<file path="config.mk">
export PLATFORM = sky130hd
export DESIGN_NAME = ex_ctrl
export DESIGN_NICKNAME = d
export VERILOG_FILES = /design/src/rtl/ex_pkg.sv /design/src/rtl/ex_ctrl.sv
export SDC_FILE = /design/constraint.sdc
export NUM_CORES = 1
export LEC_CHECK = 0
export BUFFER_PORTS_ARGS = -buffer_cell sky130_fd_sc_hd__buf_4
export CAP_MARGIN = 20
export CELL_PAD_IN_SITES_DETAIL_PLACEMENT = 1
export CELL_PAD_IN_SITES_GLOBAL_PLACEMENT = 1
export CORE_ASPECT_RATIO = 0.75
export CORE_UTILIZATION = 42
export DETAILED_ROUTE_END_ITERATION = 10
export PLACE_DENSITY_LB_ADDON = 0.25
export SLEW_MARGIN = 20
export SYNTH_ARGS = -nofsm -noshare
export SYNTH_HDL_FRONTEND = slang
export SYNTH_SLANG_ARGS = --single-unit
</file>
<file path="constraint.sdc">
create_clock -name clk -period 5.2 [get_ports clk]
set_input_delay 0.26 -clock clk [delete_from_list [all_inputs] [get_ports clk]]
set_output_delay 0.26 -clock clk [all_outputs]
set_load 0.005 [all_outputs]
</file>
<file path="src/rtl/ex_pkg.sv">
// Shared definitions for the execute stage: opcode map, M-extension marker,
// sequencer state type and operand-usage decode helpers.
package ex_pkg;

    localparam logic [6:0] OP_LUI    = 7'b0110111;
    localparam logic [6:0] OP_AUIPC  = 7'b0010111;
    localparam logic [6:0] OP_JAL    = 7'b1101111;
    localparam logic [6:0] OP_JALR   = 7'b1100111;
    localparam logic [6:0] OP_BRANCH = 7'b1100011;
    localparam logic [6:0] OP_LOAD   = 7'b0000011;
    localparam logic [6:0] OP_STORE  = 7'b0100011;
    localparam logic [6:0] OP_IMM    = 7'b0010011;
    localparam logic [6:0] OP_REG    = 7'b0110011;
    localparam logic [6:0] OP_FENCE  = 7'b0001111;
    localparam logic [6:0] OP_SYSTEM = 7'b1110011;

    localparam logic [6:0] FUNCT7_MEXT = 7'b0000001;

    typedef enum logic {
        IDLE  = 1'b0,
        MULTI = 1'b1
    } ex_state_t;

    function automatic logic uses_rs1(input logic [6:0] opcode);
        return !(opcode == OP_LUI || opcode == OP_AUIPC || opcode == OP_JAL);
    endfunction

    function automatic logic uses_rs2(input logic [6:0] opcode);
        return (opcode == OP_REG || opcode == OP_STORE || opcode == OP_BRANCH);
    endfunction

    function automatic logic is_legal(input logic [6:0] opcode);
        case (opcode)
            OP_LUI, OP_AUIPC, OP_JAL, OP_JALR, OP_BRANCH, OP_LOAD,
            OP_STORE, OP_IMM, OP_REG, OP_FENCE, OP_SYSTEM: return 1'b1;
            default:                                        return 1'b0;
        endcase
    endfunction

endpackage

</file>
<file path="src/rtl/ex_ctrl.sv">
// Execute-stage sequencer: ID handshake, multi-cycle M-op hold, one-bubble
// load-use interlock, writeback strobe generation and flush abort.
module ex_ctrl
    import ex_pkg::*;
#(
    parameter int MUL_CYCLES = 4,
    parameter int DIV_CYCLES = 33
) (
    input  logic       clk,
    input  logic       rst_n,
    input  logic       id_valid,
    output logic       id_ready,
    input  logic [6:0] opcode,
    input  logic [2:0] funct3,
    input  logic [6:0] funct7,
    input  logic [4:0] rd,
    input  logic [4:0] rs1,
    input  logic [4:0] rs2,
    input  logic       flush,
    output logic       ex_fire,
    output logic       ex_busy,
    output logic       wb_valid,
    output logic       wb_we,
    output logic [4:0] wb_rd,
    output logic       illegal
);

    localparam int MAX_CYCLES = (DIV_CYCLES > MUL_CYCLES) ? DIV_CYCLES : MUL_CYCLES;
    localparam int CNT_W      = $clog2(MAX_CYCLES);

    localparam logic [CNT_W-1:0] MUL_LOAD = CNT_W'(MUL_CYCLES - 2);
    localparam logic [CNT_W-1:0] DIV_LOAD = CNT_W'(DIV_CYCLES - 2);

    ex_state_t        state;
    logic [CNT_W-1:0] cnt;
    logic             ld_pend;
    logic [4:0]       ld_rd;
    logic [4:0]       rd_p1;

    logic hazard;
    logic is_mop;
    logic dec_ill;
    logic dec_we;
    logic unused_funct3;

    assign unused_funct3 = ^funct3[1:0];

    always_comb begin
        hazard   = ld_pend && (ld_rd != 5'd0) &&
                   ((uses_rs1(opcode) && (rs1 == ld_rd)) ||
                    (uses_rs2(opcode) && (rs2 == ld_rd)));
        id_ready = (state == IDLE) && !flush && !hazard;
        ex_fire  = id_valid && id_ready;
        is_mop   = (opcode == OP_REG) && (funct7 == FUNCT7_MEXT);
        dec_ill  = !is_legal(opcode);
        dec_we   = !((opcode == OP_STORE) || (opcode == OP_BRANCH) ||
                     (rd == 5'd0) || dec_ill);
    end

    assign ex_busy = (state == MULTI);

    // Issue stage -> M-op destination held until the result retires
    always_ff @(posedge clk) begin
        if (ex_fire && is_mop) begin
            rd_p1 <= rd;
        end
    end

    // Issue stage -> writeback registers
    always_ff @(posedge clk or negedge rst_n) begin
        if (!rst_n) begin
            state    <= IDLE;
            cnt      <= '0;
            ld_pend  <= 1'b0;
            ld_rd    <= 5'd0;
            wb_valid <= 1'b0;
            wb_we    <= 1'b0;
            wb_rd    <= 5'd0;
            illegal  <= 1'b0;
        end else begin
            wb_valid <= 1'b0;
            wb_we    <= 1'b0;
            illegal  <= 1'b0;
            if (flush) begin
                state   <= IDLE;
                cnt     <= '0;
                ld_pend <= 1'b0;
            end else begin
                // A stalled cycle drops the pending load so exactly one bubble is inserted
                if (hazard) begin
                    ld_pend <= 1'b0;
                end else if (ex_fire) begin
                    ld_pend <= (opcode == OP_LOAD);
                    if (opcode == OP_LOAD) begin
                        ld_rd <= rd;
                    end
                end

                if (ex_fire) begin
                    if (is_mop) begin
                        state <= MULTI;
                        cnt   <= funct3[2] ? DIV_LOAD : MUL_LOAD;
                    end else begin
                        wb_valid <= 1'b1;
                        wb_we    <= dec_we;
                        wb_rd    <= rd;
                        illegal  <= dec_ill;
                    end
                end else if (state == MULTI) begin
                    if (cnt == '0) begin
                        state    <= IDLE;
                        wb_valid <= 1'b1;
                        wb_we    <= (rd_p1 != 5'd0);
                        wb_rd    <= rd_p1;
                    end else begin
                        cnt <= cnt - CNT_W'(1);
                    end
                end
            end
        end
    end

endmodule
</file>
# Word-level counts from Yosys, hierarchy flattened
# Index checks and enable logic that the tools add are counted.
dict set report classes {
  n_addsub 1
  mul 0
  div_mod_pow 0
  n_lt_le_gt_ge 0
  n_eq_ne 17
  shifts 0
  n_mux 32
  n_bitwise 3
  n_reduce_logical 34
}
# cell count
set op_table {}
lappend op_table {{$mux W6} 5}
lappend op_table {{$eq A7 B7 Y1 const B} 4}
lappend op_table {{$mux W5} 5}
lappend op_table {{$mux W1} 22}
lappend op_table {{$eq A7 B6 Y1 const B} 3}
lappend op_table {{$eq A7 B5 Y1 const B} 2}
lappend op_table {{$reduce_or A11 Y1} 1}
lappend op_table {{$eq A5 B5 Y1} 2}
lappend op_table {{$reduce_bool A5 Y1} 2}
lappend op_table {{$logic_and A1 B1 Y1} 9}
lappend op_table {{$logic_or A1 B1 Y1} 8}
lappend op_table {{$reduce_and A4 Y1} 2}
lappend op_table {{$eq A7 B1 Y1 const B} 1}
lappend op_table {{$eq A7 B2 Y1 const B} 1}
lappend op_table {{$eq A7 B4 Y1 const B} 1}
lappend op_table {{$logic_not A6 Y1} 1}
lappend op_table {{$reduce_bool A3 Y1} 2}
lappend op_table {{$sub A6 B1 Y6 const B} 1}
lappend op_table {{$logic_not A1 Y1} 5}
lappend op_table {{$logic_not A5 Y1} 1}
lappend op_table {{$reduce_bool A2 Y1} 2}
lappend op_table {{$ne A3 B2 Y1 const B} 1}
lappend op_table {{$ne A3 B3 Y1 const B} 1}
lappend op_table {{$not A1 Y1} 3}
lappend op_table {{other kinds (2)} 2}
dict set report totals {
  reg_bits 26
  latchBits 0
  ram_bits 0
  romBits 0
  input_bits 36
  out_inout_bits 11
  elab_cells 96
  memories 0
}

# Logic depth before layout (Yosys ltp)
# Gate-level depths: netlist of run 1.
dict set report depth {
  word_depth 13
  ltp_mapped 7
  depth_no_buf 6
}

# Least setup slack after synthesis of run 1
# Ideal clock, no wire load.
dict set report synth_path {
  path_kind {register to register}
  startpoint {reg ld_rd[1]}
  endpoint {reg rd_p1[0] (enable)}
  setup_time_ns 0.381
  arrival_time_ns 1.776
  t_required_ns 4.819
  setup_slack_ns 3.042
  path_stages_with_launch 5
  path_buffers 0
  synth_period_minus_slack_ns 2.158
  cell_sequence {dfrtp_1 or4_4 nor2_1 nor4_1 nor4_1}
}
dict set report synth_via {
  elab_chain_len 8
  word_cells_on_any_way 12
  classes_between {eq/ne: 2; reduce/logical: 10}
}
# element line_no
set synth_rtl {}
lappend synth_rtl {{start: declaration} ex_ctrl.sv:37} ;# logic [4:0] ld_rd;
lappend synth_rtl {{start signal: assignment} ex_ctrl.sv:95} ;# ld_rd <= rd;
lappend synth_rtl {{$eq A5 B5 Y1, on equally long branches} {ex_ctrl.sv:50, ex_ctrl.sv:51}}
lappend synth_rtl {{$logic_and A1 B1 Y1, on equally long branches} {ex_ctrl.sv:50, ex_ctrl.sv:51}}
lappend synth_rtl {{$logic_or A1 B1 Y1} ex_ctrl.sv:50} ;# ((uses_rs1(opcode) && (rs1 == ld_rd)) ||
lappend synth_rtl {{$logic_and A1 B1 Y1 (*)} ex_ctrl.sv:49} ;# hazard = ld_pend && (ld_rd != 5'd0) &&
lappend synth_rtl {{$logic_not A1 Y1 (*)} ex_ctrl.sv:52} ;# id_ready = (state == IDLE) && !flush && !hazard;
lappend synth_rtl {{$logic_and A1 B1 Y1 (*)} ex_ctrl.sv:52}
lappend synth_rtl {{$logic_and A1 B1 Y1 (*)} ex_ctrl.sv:53} ;# ex_fire = id_valid && id_ready;
lappend synth_rtl {{$logic_and A1 B1 Y1 (*)} ex_ctrl.sv:64} ;# if (ex_fire && is_mop) begin
lappend synth_rtl {{end signal: assignment} ex_ctrl.sv:65} ;# rd_p1 <= rd;
lappend synth_rtl {{end: declaration} ex_ctrl.sv:38} ;# logic [4:0] rd_p1;
# Mark *: on every way between the ends. The rest lies on a longest branch, timed or not.
# A chain may end at the register's enable or synchronous reset.

# Final worst setup path of run 1
dict set report layout_path {
  startpoint {reg ld_rd[0]}
  endpoint {out ex_fire}
}
dict set report layout_via {
  elab_chain_len 7
  word_cells_on_any_way 11
  classes_between {eq/ne: 2; reduce/logical: 9}
}
# element line_no
set layout_rtl {}
lappend layout_rtl {{$eq A5 B5 Y1, on equally long branches} {ex_ctrl.sv:50, ex_ctrl.sv:51}}
lappend layout_rtl {{$logic_and A1 B1 Y1, on equally long branches} {ex_ctrl.sv:50, ex_ctrl.sv:51}}
lappend layout_rtl {{$logic_or A1 B1 Y1} ex_ctrl.sv:50}
lappend layout_rtl {{$logic_and A1 B1 Y1 (*)} ex_ctrl.sv:49}
lappend layout_rtl {{$logic_not A1 Y1 (*)} ex_ctrl.sv:52}
lappend layout_rtl {{$logic_and A1 B1 Y1 (*)} ex_ctrl.sv:52}
lappend layout_rtl {{$logic_and A1 B1 Y1 (*)} ex_ctrl.sv:53}
lappend layout_rtl {{end: declaration} ex_ctrl.sv:20} ;# output logic ex_fire,
# Marks and branches as above.

==> results.toml, run 1 <==
[sta]
finClkSkew_ns = 0.003816
final-max-slew-violation-count = 0
period_share_pct = 47.88
rsz0062_at_grt = "false"
finalSetupViolCount = 0
holdWs_ns = 0.1884
maxSlewHeadroom_pct = 36.26
period_needed_ns = 2.490
tightest_slew_ns = 0.9474
final.setup.tns_ns = 0
max_freq_mhz = 401.6
hold_viol = 0
setup_ws_ns = 2.710

[global_routing]
grt_first_pass_wirelength_mm = 7.514
grt_pass1_vias = 1527
antenna_found_initial = 0
overflow = 0
grt_max_degree = 22
track_usage_pct = 24.73

[die]
ios = 47
rows = 19
core_area_sq_um = 3685
fp.dieW_um = 74.00
die_h_um = 56.00
initial_core_util_pct = 44.31
die_area_sq_um = 4143

[clock_tree]
postCtsResizedCells = 0
root_buffer = "clkbuf_8"
cts_setup_buffers = 0
cts_max_level = 1
cts_tree = "done"
cts_buffers = 3
cts.sinks = 26
path_clk_slew_ns = 0.09
clk_latency_ns = 0.28
clock_path_buffers = 2

[routing]
drt-initial-drc-count = 33
wl_per_cell_um = 18.44
routed_wl_mm = 4.611
first_pass_iters = 4
via_per_inst = 5.760
drcViolationCount = 0
antenna_left = 0
vias = 1440

[synthesis]
yosys.cell_types.count = 56
synth_edf_count = 5
yosysSeqAreaShare_pct = 41.38
ys_ff_latch = 26
synthesis.area_sq_um = 1633
async_flop_share_pct = 80.77
avgSynthCellArea_sq_um = 10.74
synth.net_count = 190
synth_cells = 152
yosys_warnings = 0
synthFlopType = "dfrtp_1"

[critical_path]
cpLargestDelayFamily = "simple AND/OR/NAND/NOR gates"
crit_path_max_incr_delay_ns = 0.48
reg2reg_depth = 4
start_kind = "flip-flop"
slowest_stage = "or4_4"
crit_type = "reg -> out"
critPathMaxFanout = 14
cp_cell_sequence = "xor2_1, or3_1, or4_4, nand4_4, inv_1, buf_4"
cp_num_buf_inv = 2
critical_path_cell_count = 6
crit_path_end_kind = "primary output"
arrival_ns = 2.23
critical_path_required_ns = 4.94
r2r_slack_ns = 2.73

[placed_design]
portBuffers = 44
place_area_sq_um = 2004
dpl.cell_count = 245
place_ws_ns = 2.700
place.gp.congestion = 0.8359
hpwl_mm = 3.573

[pwr]
irDropWorstVdd_mv = 0.1758
p_leak_nw = 0.9423
total_power_uw = 496.1
p_per_area_nw_per_um2 = 237.9

[status]
status = "complete, no violations"

[finish]
final_cell_mix = "buf_4 (44), dfrtp_1 (21), nand2_1 (9)"
nets = 237
multiInputGateArea_sq_um = 910.9
diodes = 0
area.growth.synth_to_final_pct = 27.74
drive_gt1_share_pct = 34.85
mostFrequentLayoutCell = "buf_4"
fin_util_pct = 56.60
stdcell_area_sq_um = 2086
seq_area_sq_um = 675.6
stdcell_count = 250
fillers = 412

[min_path]
worstHoldPathType = "in -> reg"
min_path_cells = 1

[flow_run]
drv_cap = 0
[synthesized netlist by cell type (4+ instances only)]
| master | n | area, sq um |
|---|---|---|
| dfrtp_1 | 21 | 525.5 |
| nand2_1 | 9 | 33.78 |
| nor2_1 | 7 | 26.28 |
| inv_1 | 6 | 22.52 |
| nor3_1 | 6 | 30.03 |
| xnor2_1 | 6 | 52.55 |
| a22o_1 | 5 | 43.79 |
| edfxtp_1 | 5 | 150.1 |
| mux2_2 | 5 | 56.30 |
| mux2i_1 | 5 | 50.05 |
| o21a_1 | 5 | 37.54 |
| nand2b_1 | 4 | 25.02 |
| nand3_1 | 4 | 20.02 |
| o32a_1 | 4 | 40.04 |
| xor2_1 | 4 | 35.03 |
[layout make-up]
cell class / count / area share [%]
tap: 52 / 3.119
clock inverter: 1 / 1.440
inverter: 6 / 1.080
clock buffer: 3 / 1.980
multi-input combinational: 117 / 43.67
sequential: 26 / 32.39
timing repair buffer: 45 / 16.32
[power by group]
| part | switching (mW) | internal (mW) |
|---|---|---|
| sequential | 0.00777 | 0.216 |
| clock | 0.0664 | 0.103 |
| combinational | 0.0478 | 0.0546 |
[state kept, by name, summed over array words and instances (netlist names)]
register,flops
ld_pend,1
ld_rd,5
wb_valid,1
wb_we,1
wb_rd,5
rd_p1,5
illegal,1
ex_busy,1
cnt,6
[logic make-up (layout without fill, tap and decap cells)]
logic type,after synthesis,in the layout,synth area share [%]
DFF,26,26,41.38
buffers and inverters,9,55,2.834
and+or+nand+nor,62,62,24.91
AOI/OAI and AO/OA,32,32,16.55
adders and majority gates,2,2,1.532
muxes,11,11,7.433
xor gates and xnor gates,10,10,5.364
[worst register-to-register path: cells and delay by family (launching register included)]
family	cells	cell delay, ns
simple gates	4	1.67
flops	1	0.44
[path summary, 6_finish.rpt]
check / startpoint / end
hold / removal: rd[2] / rd_p1[2]
setup reg to reg: ld_rd[1] / rd_p1[1]
setup / recovery: ld_rd[0] / ex_fire
min in group asynchronous: rst_n / ld_rd[2]
max in group asynchronous: rst_n / cnt[2]
hold reg to reg: wb_rd[2] / wb_rd[2]
[timing repair]
action / 4_1_cts / 5_1_grt
endpoints found under the hold margin: 21 / 0
endpoints found under the setup margin: 0 / 0
hold buffers: 1 / 0
[metal layers]
layer	wire [um]	track usage, %	share of wire [%]	vias up
met5	0	0	0	-
met1	2168	33.57	47	719
met4	42	5.495	0.91	0
met3	200	4.891	4.3	6
met2	2199	40.52	48	41
li1	-	-	-	674
Note: power is estimated with default switching activity, not from simulation.
==> inputs of run 2 (changes only) <==
--- a/config.mk
+++ b/config.mk
@@ -10,7 +10,7 @@
 export CELL_PAD_IN_SITES_DETAIL_PLACEMENT = 1
 export CELL_PAD_IN_SITES_GLOBAL_PLACEMENT = 1
 export CORE_ASPECT_RATIO = 0.75
-export CORE_UTILIZATION = 42
+export CORE_UTILIZATION = 35
 export DETAILED_ROUTE_END_ITERATION = 10
 export PLACE_DENSITY_LB_ADDON = 0.25
 export SLEW_MARGIN = 20
==> constraint.sdc (replaced) <==
create_clock -name clk -period 2 [get_ports clk]
set_input_delay 0.1 -clock clk [delete_from_list [all_inputs] [get_ports clk]]
set_output_delay 0.1 -clock clk [all_outputs]
set_load 0.005 [all_outputs]
==> run 2 against run 1 <==
  * The flow now finishes with violations (negative setup slack)
  * Clock skew rose by 0.0048 ns
  * Critical path type is now reg -> reg
  * Sequential share of layout area fell by 5.2 points
  * Total power rose to 2.8 times the previous value
  * Critical path depth rose by 1
  * Sequential cell count did not move
  * First-iteration DRC count rose by 76%
  * Via count rose by 9.4%
==> results.toml, run 2 (synthesis gave the netlist of run 1 again) <==
[critical_path]
cp_cell_sequence = "or4_4, o21ai_4, or4_4, nand4_1, buf_4, and3_4, a211o_1"
crit_path_end_kind = "flip-flop"
crit_path_max_incr_delay_ns = 0.57
cp_num_buf_inv = 1
path_common_cell = "or4_4"
cpLargestDelayFamily = "simple AND/OR/NAND/NOR gates"
critPathMaxFanout = 4
arrival_ns = 2.46
critical_path_required_ns = 2.17
start_kind = "flip-flop"
crit_type = "reg -> reg"
slowest_stage = "or4_4"

[clock_tree]
cts_max_level = 1
cts.sinks = 26
clk_latency_ns = 0.28
root_buffer = "clkbuf_8"
cts_buffers = 3
cts_tree = "done"
clock_path_buffers = 2
path_clk_slew_ns = 0.10

[die]
rows = 21
core_area_sq_um = 4467
die_area_sq_um = 4945
initial_core_util_pct = 36.55
ios = 47
die_h_um = 61.15
fp.dieW_um = 80.87

[placed_design]
portBuffers = 44
place_ws_ns = -0.2545
dpl.cell_count = 278
place.gp.congestion = 0.8843
hpwl_mm = 4.013

[finish]
area.growth.synth_to_final_pct = 52.64
drive_gt1_share_pct = 49.13
largest_reg_flops = 6
mostFrequentLayoutCell = "buf_4"
seq_area_sq_um = 676.9
fin_util_pct = 55.80
nets = 269
multiInputGateArea_sq_um = 1035
diodes = 0
final_cell_mix = "buf_4 (69), dfrtp_1 (20), nand2_1 (9)"
stdcell_count = 287
regMostFlops = "cnt"
fillers = 498

[routing]
antenna_left = 0
routed_wl_mm = 5.595
vias = 1575
via_per_inst = 5.488
drcViolationCount = 0
drt-initial-drc-count = 58
first_pass_iters = 4
wl_per_cell_um = 19.49

[global_routing]
grt_first_pass_wirelength_mm = 8.700
track_usage_pct = 24.34
grt_max_degree = 22
grt_pass1_vias = 1651
antenna_found_initial = 0
overflow = 0

[sta]
maxSlewHeadroom_pct = 70.71
period_needed_ns = 2.298
hold_viol = 0
finalSetupViolCount = 26
setup_ws_ns = -0.2982
max_freq_mhz = 435.1
tightest_slew_ns = 0.4333
period_share_pct = 114.9
final-max-slew-violation-count = 0
finClkSkew_ns = 0.008654
rsz0062_at_grt = "true"

[status]
violations = "negative setup slack"
status = "finished with violations"

[pwr]
irDropWorstVdd_mv = 0.4593
p_per_area_nw_per_um2 = 561.3
total_power_mw = 1.399
p_leak_nw = 1.133

[flow_run]
drv_cap = 0

[min_path]
worstHoldPathType = "in -> reg"
## run 2: cell types whose count changed in the layout (fill, tap and decap cells not counted), moves of 2 or more
cell	delta
mux2_2	-5
xnor2_1	-2
o21ai_4	+2
nor2_1	-2
buf_4	+25
buf_6	+6
nor2_4	+2
nor4_1	-2
o21ai_2	-2
mux2_4	+5
## run 2: final timing paths
path | from | end | slack [ns] | cells after the start
worst max-delay path | ld_rd[1] | cnt[4] | -0.30 | 7
worst min-delay path | rd[1] | rd_p1[1] | 0.03 | 1
worst max register to register | ld_rd[1] | cnt[4] | -0.30 | 7
worst min register to register | cnt[5] | cnt[5] | 0.47 | 1
max in group asynchronous | rst_n | ld_rd[4] | 1.52 | 2
min in group asynchronous | rst_n | ld_rd[4] | 0.23 | 2
## run 2: final cells by class
type                            count  share of cell area [%]
Multi-Input combinational cell    117                   41.52
Sequential cell                    26                   27.16
Timing Repair Buffer               77                   24.70
Clock buffer                        3                   1.657
Clock inverter                      1                   1.205
Inverter                            6                  0.9036
Tap cell                           57                   2.861
## run 2: through the flow
step	setup TNS, ns	hold WS, ns	cell area, sq um
final	-4.226	0.02715	2492
after global routing	-6.214	0.02100	2492
after CTS	-4.828	0.03434	2436
after detailed placement	-2.971	0.01170	2227
after global placement	-2.011	0.008166	2227
after floorplan	-0.5726	-0.1956	1639
## run 2: report_power, final
group,internal (mW),switching (mW)
Sequential,0.563,0.0191
Clock,0.268,0.188
Combinational,0.199,0.161
## run 2: per-layer routing
| layer | global-route usage (%) | vias up | wire length (um) |
|---|---|---|---|
| li1 | - | 741 | - |
| met1 | 30.87 | 792 | 2544 |
| met2 | 42.74 | 37 | 2801 |
| met3 | 3.704 | 5 | 196 |
| met4 | 8.673 | 0 | 52 |
| met5 | 0 | - | 0 |
## run 2: timing repair
| action | in CTS | in global routing |
|---|---|---|
| setup buffers | 4 | 2 |
| pin swaps | 9 | 10 |
| hold endpoints to repair | 21 | 0 |
| endpoints found under the setup margin | 27 | 27 |
| resized for setup | 18 | 13 |
| hold buffers | 1 | 0 |
